===== src/rtl/kpg_pkg.sv =====
// Shared kill/propagate/generate definitions for the prefix adder datapath.
package kpg_pkg;

    typedef logic [1:0] kpg_t;

    localparam kpg_t KPG_K = 2'b00;
    localparam kpg_t KPG_P = 2'b01;
    localparam kpg_t KPG_G = 2'b11;

    // Classify one bit column: both ones generate, both zeros kill, else propagate.
    function automatic kpg_t encode_bit(input logic a, input logic b);
        if (a & b) begin
            return KPG_G;
        end else if (~a & ~b) begin
            return KPG_K;
        end else begin
            return KPG_P;
        end
    endfunction

endpackage


===== src/rtl/kpg_combine.sv =====
// KPG combine cell: a propagating upper group defers to the lower group.
module kpg_combine
    import kpg_pkg::*;
(
    input  kpg_t hi,
    input  kpg_t lo,
    output kpg_t out
);

    assign out = (hi == KPG_P) ? lo : hi;

endmodule


===== src/rtl/kpg_prefix_adder_pipe.sv =====
// Pipelined Kogge-Stone adder/subtractor: encode stage, one register per
// prefix level, registered sum stage, global-enable valid/ready flow control.
module kpg_prefix_adder_pipe
    import kpg_pkg::*;
#(
    parameter int WIDTH = 32
)
(
    input  logic             clk,
    input  logic             rst_n,
    input  logic             in_valid,
    output logic             in_ready,
    input  logic [WIDTH-1:0] a,
    input  logic [WIDTH-1:0] b,
    input  logic             cin,
    input  logic             sub,
    output logic             out_valid,
    input  logic             out_ready,
    output logic [WIDTH-1:0] sum,
    output logic             cout,
    output logic             ovf
);

    localparam int LEVELS = $clog2(WIDTH);

    // Code index j holds bit position j-1; index 0 is the carry-in column.
    logic              adv;
    logic [WIDTH-1:0]  bp;
    kpg_t [WIDTH:0]    enc;
    kpg_t [WIDTH:0]    code_q [0:LEVELS];
    kpg_t [WIDTH:0]    code_d [1:LEVELS];
    logic [WIDTH-1:0]  x_q    [0:LEVELS];
    logic [LEVELS:0]   vld_q;

    kpg_t [WIDTH:0]    res_code;
    kpg_t              msb_code;
    logic [WIDTH-1:0]  carry_vec;
    logic [WIDTH-1:0]  sum_d;
    logic              cout_d;
    logic              ovf_d;

    assign adv      = ~out_valid | out_ready;
    assign in_ready = adv;
    assign bp       = sub ? ~b : b;

    // Encode every bit column plus the carry-in column.
    always_comb begin
        enc    = '0;
        enc[0] = (sub | cin) ? KPG_G : KPG_K;
        for (int i = 0; i < WIDTH; i++) begin
            enc[i+1] = encode_bit(a[i], bp[i]);
        end
    end

    for (genvar l = 1; l <= LEVELS; l++) begin : g_lvl
        localparam int D = 2 ** (l - 1);
        for (genvar j = 0; j <= WIDTH; j++) begin : g_pos
            if (j >= D) begin : g_cmb
                kpg_combine u_cmb (
                    .hi  (code_q[l-1][j]),
                    .lo  (code_q[l-1][j-D]),
                    .out (code_d[l][j])
                );
            end else begin : g_pass
                assign code_d[l][j] = code_q[l-1][j];
            end
        end
    end

    // Datapath pipeline registers; no reset, they only matter alongside a valid.
    always_ff @(posedge clk) begin
        if (adv) begin
            code_q[0] <= enc;
            x_q[0]    <= a ^ bp;
            for (int l = 1; l <= LEVELS; l++) begin
                code_q[l] <= code_d[l];
                x_q[l]    <= x_q[l-1];
            end
        end
    end

    // Valid shift chain; bubbles travel with the data and never collapse.
    always_ff @(posedge clk or negedge rst_n) begin
        if (!rst_n) begin
            vld_q <= '0;
        end else if (adv) begin
            vld_q <= {vld_q[LEVELS-1:0], in_valid};
        end
    end

    assign res_code = code_q[LEVELS];

    // The MSB span after LEVELS levels stops one short of the carry-in column,
    // so it takes one last combine with the (always resolved) carry-in.
    kpg_combine u_msb (
        .hi  (res_code[WIDTH]),
        .lo  (res_code[0]),
        .out (msb_code)
    );

    // Carry into bit i is the resolved code at index i.
    always_comb begin
        carry_vec = '0;
        for (int i = 0; i < WIDTH; i++) begin
            carry_vec[i] = (res_code[i] == KPG_G);
        end
    end

    assign sum_d  = x_q[LEVELS] ^ carry_vec;
    assign cout_d = (msb_code == KPG_G);
    assign ovf_d  = cout_d ^ (res_code[WIDTH-1] == KPG_G);

    // Output stage; holds steady while downstream stalls.
    always_ff @(posedge clk or negedge rst_n) begin
        if (!rst_n) begin
            out_valid <= 1'b0;
            sum       <= '0;
            cout      <= 1'b0;
            ovf       <= 1'b0;
        end else if (adv) begin
            out_valid <= vld_q[LEVELS];
            sum       <= sum_d;
            cout      <= cout_d;
            ovf       <= ovf_d;
        end
    end

endmodule


===== config.mk =====
export PLATFORM = sky130hd
export DESIGN_NAME = kpg_prefix_adder_pipe
export DESIGN_NICKNAME = d
export VERILOG_FILES = /design/src/rtl/kpg_pkg.sv /design/src/rtl/kpg_combine.sv /design/src/rtl/kpg_prefix_adder_pipe.sv
export SDC_FILE = /design/constraint.sdc
export NUM_CORES = 1
export LEC_CHECK = 0
export ABC_AREA = 1
export CAP_MARGIN = 20
export CORE_UTILIZATION = 41
export DETAILED_ROUTE_END_ITERATION = 8
export GPL_TIMING_DRIVEN = 1
export MAX_ROUTING_LAYER = met4
export PLACE_DENSITY = 0.69
export REMOVE_ABC_BUFFERS = 1
export SKIP_CTS_REPAIR_TIMING = 1
export SYNTH_ARGS = -nofsm -noshare
export SYNTH_HDL_FRONTEND = slang
export SYNTH_SLANG_ARGS = --single-unit

===== constraint.sdc =====
create_clock -name clk -period 12.35 [get_ports clk]
set_input_delay 2.47 -clock clk [delete_from_list [all_inputs] [get_ports clk]]
set_output_delay 2.47 -clock clk [all_outputs]
set_load 0.02 [all_outputs]

==> results of run 1 <==
[through the flow]
| step | util (%) | instance area (um2) |
|---|---|---|
| 3_3_place_gp | 45.0 | 25400 |
| 3_5_place_dp | 45.0 | 25400 |
| 2_1_floorplan | - | 23400 |
| 5_1_grt | 48.2 | 27200 |
| 6_report | 48.2 | 27200 |
| 4_1_cts | 48.2 | 27200 |
[power by group through the flow]
stage               registers, mW  logic (mW)  clock network [mW]
finish                       3.84        1.24                1.66
global route                 3.93        1.40                1.78
CTS                          3.86        1.26                1.70
detailed placement           3.90        1.25                   0
global placement             3.87        1.22                   0
floorplan                    4.14       0.791                   0
[flip-flops by register name (all words and copies together) (netlist names)]
| signal | count |
|---|---|
| code_q | 390 |
| cout | 1 |
| out_valid | 1 |
| ovf | 1 |
| sum | 32 |
| vld_q | 6 |
| x_q | 192 |
[placed cells by master, fill, tap and decap left out]
cell,Yosys,final
nand2_1,209,208
buf_4,1,6
clkinv_1,0,16
clkinv_2,0,12
a21oi_1,108,108
nand2_4,0,1
dfrtp_1,41,41
edfxtp_1,582,582
a21o_1,8,8
xnor2_1,33,33
clkbuf_1,0,8
clkdlybuf4s50_1,0,103
o21ai_0,114,114
buf_12,0,1
o21a_1,15,15
or2_2,1,1
ha_1,64,64
nand4_1,1,1
nand3_1,2,2
buf_2,7,2
clkbuf_16,0,56
inv_1,354,354
nor2_1,22,22
nor2_2,1,1
bufinv_16,0,6
clkinvlp_4,0,3
clkinv_8,0,1
inv_6,0,1
xor2_1,31,31
[worst min-delay path by stage]
stage	slack (ns)	cells after the start	startpoint	end
2_1_floorplan	0.40	0	x_q[0][0]	x_q[1][0]
3_3_place_gp	0.40	0	x_q[4][26]	x_q[5][26]
3_5_place_dp	0.40	0	x_q[0][13]	x_q[1][13]
4_1_cts	0.41	0	x_q[4][11]	x_q[5][11]
5_1_grt	0.42	0	x_q[0][30]	x_q[1][30]
6_report	0.41	0	x_q[4][11]	x_q[5][11]
[cells by family after synthesis]
| kind of cell | after synthesis |
|---|---|
| buffers and inverters | 366 |
| AOI/OAI and AO/OA | 245 |
| DFF | 623 |
| xor gates and xnor gates | 64 |
| and+or+nand+nor | 236 |
| adders and majority gates | 64 |
[per-layer routing]
layer  global-route usage (%)  wire length, um  vias to the layer above
met4                     3.76              711                        0
met2                     22.9            19000                      192
met5                        -                0                        -
li1                         -                -                     5690
met3                     1.88             1320                       52
met1                     15.7            15300                     5420
[area by class of cell]
class                      count  area share, %
sequential                   623           68.0
multi-input combinational    609           13.0
clock buffer                  64           5.26
inverter                     354           4.88
timing repair buffer         112           4.06
tap                          756           3.48
clock inverter                39           1.28
==> results_dict.tcl, run 1 <==
set metrics [dict create \
    status "completed" \
    yosysTopAreaCell "edfxtp_1" \
    r2r-end "code_q[2][61]" \
    period_minus_slack_ns 6.85 \
    p_seq_share_pct 57.0 \
    yosys.cell_count.top_type "edfxtp_1" \
    path_delay_family "buffers and inverters" \
    layout-drive-gt1-share_pct 5.05 \
    cp-endpoint "in_ready" \
    switching_share_pct 27.6 \
    die-area_um2 58200 \
    clkTransAtPathRegs_ns 0.06 \
    rr_worst_depth 3 \
    dr.pass1.iters 5 \
    start_util_pct 41.5 \
    path_buf_inv 3 \
    seq_area_um2 18500 \
    pwr-share-comb_pct 18.3 \
    path_cells "clkdlybuf4s50_1 -> inv_1 -> nand2_4 -> clkdlybuf4s50_1" \
    p_leak_nw 11.2 \
    dp_hpwl_mm 25.6 \
    nFillCells 4687 \
    multi_input_area_um2 3550 \
    setup_slack_ns 5.50 \
    critPathLaunchType "primary input" \
    grt_pass1_vias 11300 \
    hold_viol 0 \
    yosysWarningCount 0 \
    placed_cells 2454 \
    ys_top_cells_by_count "edfxtp_1, inv_1, nand2_1" \
    vdd_drop_max_mv 0.121 \
    grt_overflow 0 \
    cts_tree "done" \
    synth_compound_area_share_pct 5.47 \
    synth.area.top_cells "edfxtp_1, inv_1, dfrtp_1, ha_1, nand2_1" \
    startpoint "out_ready" \
    avgSynthCellArea_um2 14.7 \
    die_h_um 241 \
    cts_buffer_depth 3 \
    synth_top_family_by_area "buffers and inverters" \
    totalWireLength_mm 36.4 \
    cap_violations 0 \
    final_cells 2557 \
    num_antenna_cells 0 \
    drt_iter0_markers 747 \
    switchingPower_mw 1.86 \
    slew_viol_final 0 \
    nets 1889 \
    synth_seq_area_share_pct 78.8 \
    vias 11400 \
    crit_fanout 55 \
    port_buffers 105 \
    power_mw 6.74 \
    critPathCaptureType "output pin" \
    slowest_stage "clkdlybuf4s50_1" \
    cellPowerDensity_nw_per_um2 248 \
    relSlewSlack_pct 31.5 \
    critPathMostFrequentCell "clkdlybuf4s50_1" \
    fp-row-count 87 \
    tns_ns 0 \
    rsz0062_at_grt "no" \
    htreeDepth 2 \
    syn_area_um2 23500 \
    fmaxAchievable_mhz 146 \
    syn_inst 1598 \
    cpPeakStageDelay_ns 0.74 \
    synthFlopType "edfxtp_1" \
    clkPwrFrac_pct 24.6 \
    cts-root-buf "clkbuf_16" \
    core_um2 56500 \
    drtAntennaViolNets 0 \
    grt_max_degree 196 \
    p_int_mw 4.88 \
    ys_ff_latch 623 \
    synth-adder-area-share_pct 3.41 \
    required_ns 9.88 \
    tightest_slew_ns 1.03 \
    setup_viol 0 \
    cp.depth 4 \
    synthXorXnorAreaFrac_pct 2.39 \
    hold_class "register to register" \
    pre_cts_ws_ns 5.44 \
    ys_types 20 \
    antenna_found_initial 2 \
    grt_pass1_wl_mm 57.3 \
    critPathKind "primary input to output pin" \
    r2r_start "out_valid" \
    grt_use_total_pct 13.1 \
    async_reset_ff_share_pct 6.58 \
    wire_per_inst_um 14.2 \
    finalHoldWorstSlack_ns 0.413 \
    clock_sinks 623 \
    gp_congestion 0.812 \
    remaining_drc_errors 0 \
    synth_mux_area_share_pct 0 \
    numCtsBuffers 55 \
    fp.dieW_um 241 \
    routed_via_density 4.44 \
    ios 106 \
    area_delta_synth_final_pct 15.9 \
    clkLatencyLatePin_ns 0.58 \
    yosysTopAreaCellShare_pct 74.5 \
    arrival_ns 4.38 \
    synth_simple_gate_area_share_pct 3.82 \
    synth-edff-count 582 \
    r2r_slack_ns 9.07 \
    fin_crit_sh_pct 55.5 \
    fin_worst_skew_ns 0.0206 \
]
Note: power is estimated with default switching activity, not from simulation.
==> inputs of run 2 (changes only) <==
clock period = 6.4 ns   (was 12.35 ns; I/O delays follow)
==> run 2 against run 1 <==
Combinational power up 94%; cell count hardly changed; power is 93% higher; routed wire length is 0.21% lower; clock skew is 0.0026 ns lower; sequential share of layout area shrank 0.062 points; die area unchanged; global-route usage decreased by 0.17 points; flip-flop and latch count stayed put; critical path depth is the same; worst hold slack is essentially flat; first-iteration DRC count decreased by 5.0%; critical path type unchanged; critical endpoint unchanged; largest power group unchanged; highest routed layer unchanged.
==> results_dict.tcl, run 2 (synthesized netlist as in run 1, its figures left out) <==
set metrics [dict create \
    p_seq_share_pct 57.1 \
    tightest_slew_ns 1.03 \
    power_mw 13.0 \
    num_antenna_cells 0 \
    setup_viol 0 \
    critPathKind "primary input to output pin" \
    path_buf_inv 3 \
    die_h_um 241 \
    clkPwrFrac_pct 24.5 \
    cap_violations 0 \
    htreeDepth 2 \
    status "completed" \
    nets 1891 \
    required_ns 5.12 \
    gp_congestion 0.788 \
    drt_iter0_markers 710 \
    slowest_stage "clkdlybuf4s50_1" \
    switching_share_pct 27.5 \
    rsz0062_at_grt "no" \
    remaining_drc_errors 0 \
    dp_hpwl_mm 25.4 \
    hold_class "register to register" \
    routed_via_density 4.41 \
    clock_sinks 623 \
    gr-usage-met3_pct 1.91 \
    nFillCells 4660 \
    ios 106 \
    hold_viol 0 \
    period_minus_slack_ns 4.06 \
    arrival_ns 2.78 \
    top_usage_layer "met2" \
    fp.dieW_um 241 \
    placed_cells 2454 \
    slew_viol_final 0 \
    r2r_slack_ns 3.68 \
    numCtsBuffers 56 \
    wire_per_inst_um 14.2 \
    place_area_um2 25400 \
    fmaxAchievable_mhz 246 \
    fin_crit_sh_pct 63.5 \
    grt_pass1_wl_mm 56.9 \
    pwr-share-comb_pct 18.4 \
    dr.pass1.iters 5 \
    drtAntennaViolNets 0 \
    grt_pass1_vias 11300 \
    path_cells "clkdlybuf4s50_1 -> inv_1 -> nand2_4 -> clkdlybuf4s50_1" \
    multi_input_area_um2 3550 \
    postLayoutCellArea_um2 27200 \
    cpPeakStageDelay_ns 0.74 \
    cts_buffer_depth 3 \
    relSlewSlack_pct 31.4 \
    p_int_mw 9.42 \
    final_cells 2558 \
    critPathLaunchType "primary input" \
    grt_use_met2_pct 22.8 \
    reg_top3 "code_q (390), x_q (192), sum (32)" \
    cts-root-buf "clkbuf_16" \
    vdd_drop_max_mv 0.232 \
    final_common_cell "edfxtp_1" \
    critPathCaptureType "output pin" \
    cellPowerDensity_nw_per_um2 477 \
    antenna_found_initial 0 \
    crit_fanout 16 \
    start_util_pct 41.5 \
    fin_worst_skew_ns 0.0181 \
    fp-row-count 87 \
    tns_ns 0 \
    path_delay_family "buffers and inverters" \
    clkLatencyLatePin_ns 0.57 \
    regMostFlops "code_q" \
    final_cell_mix "edfxtp_1, inv_1, nand2_1" \
    grt_max_degree 191 \
    grt_use_total_pct 12.9 \
    p_leak_nw 11.2 \
    area_delta_synth_final_pct 16.0 \
    switchingPower_mw 3.58 \
    cts_tree "done" \
    core_um2 56500 \
    layout-drive-gt1-share_pct 4.94 \
    largest_register_ffs 390 \
    vias 11300 \
    critPathMostFrequentCell "clkdlybuf4s50_1" \
    use_met1_pct 15.2 \
    grt_overflow 0 \
    clkTransAtPathRegs_ns 0.06 \
    die-area_um2 58200 \
    port_buffers 105 \
    seq_area_um2 18500 \
    totalWireLength_mm 36.3 \
]
## run 2: worst paths after layout
path                            startpoint        end  depth (start not counted)
worst min register to register   x_q[0][7]  x_q[1][7]                          0
max in group asynchronous            rst_n     sum[4]                          1
worst max register to register   out_valid        ovf                          7
min in group asynchronous            rst_n     sum[2]                          1
worst min-delay path             x_q[0][7]  x_q[1][7]                          0
worst max-delay path             out_ready   in_ready                          4
## run 2: routing by layer
layer  vias to the layer above  routed length, um
met4                         0                877
met3                        57               1070
li1                       5709                  -
met5                         -                  0
met1                      5347              15600
met2                       172              18700
## run 2: power groups by stage
stage	clock (mW)	sequential (mW)	combinational, mW
finish	3.18	7.42	2.40
detailed placement	0	7.52	2.41
floorplan	0	7.35	1.26
CTS	3.26	7.45	2.43
global route	3.40	7.59	2.72
global placement	0	7.46	2.34
## run 2: metrics by stage
step	hold WS, ns	util [%]	worst slack [ns]
4_1_cts	0.415	48.2	2.24
2_1_floorplan	0.400	-	-9.24
3_3_place_gp	0.401	45.0	2.08
3_5_place_dp	0.405	45.0	2.07
6_report	0.413	48.2	2.34
5_1_grt	0.421	48.2	2.25
## run 2: cell type report
cell class	instances	area share, %
flip-flops and latches	623	67.9
multi-input cells	609	13.0
clock buffers	70	5.42
inverters	354	4.88
repair buffers	113	4.21
well taps	756	3.47
clock inverters	33	1.06
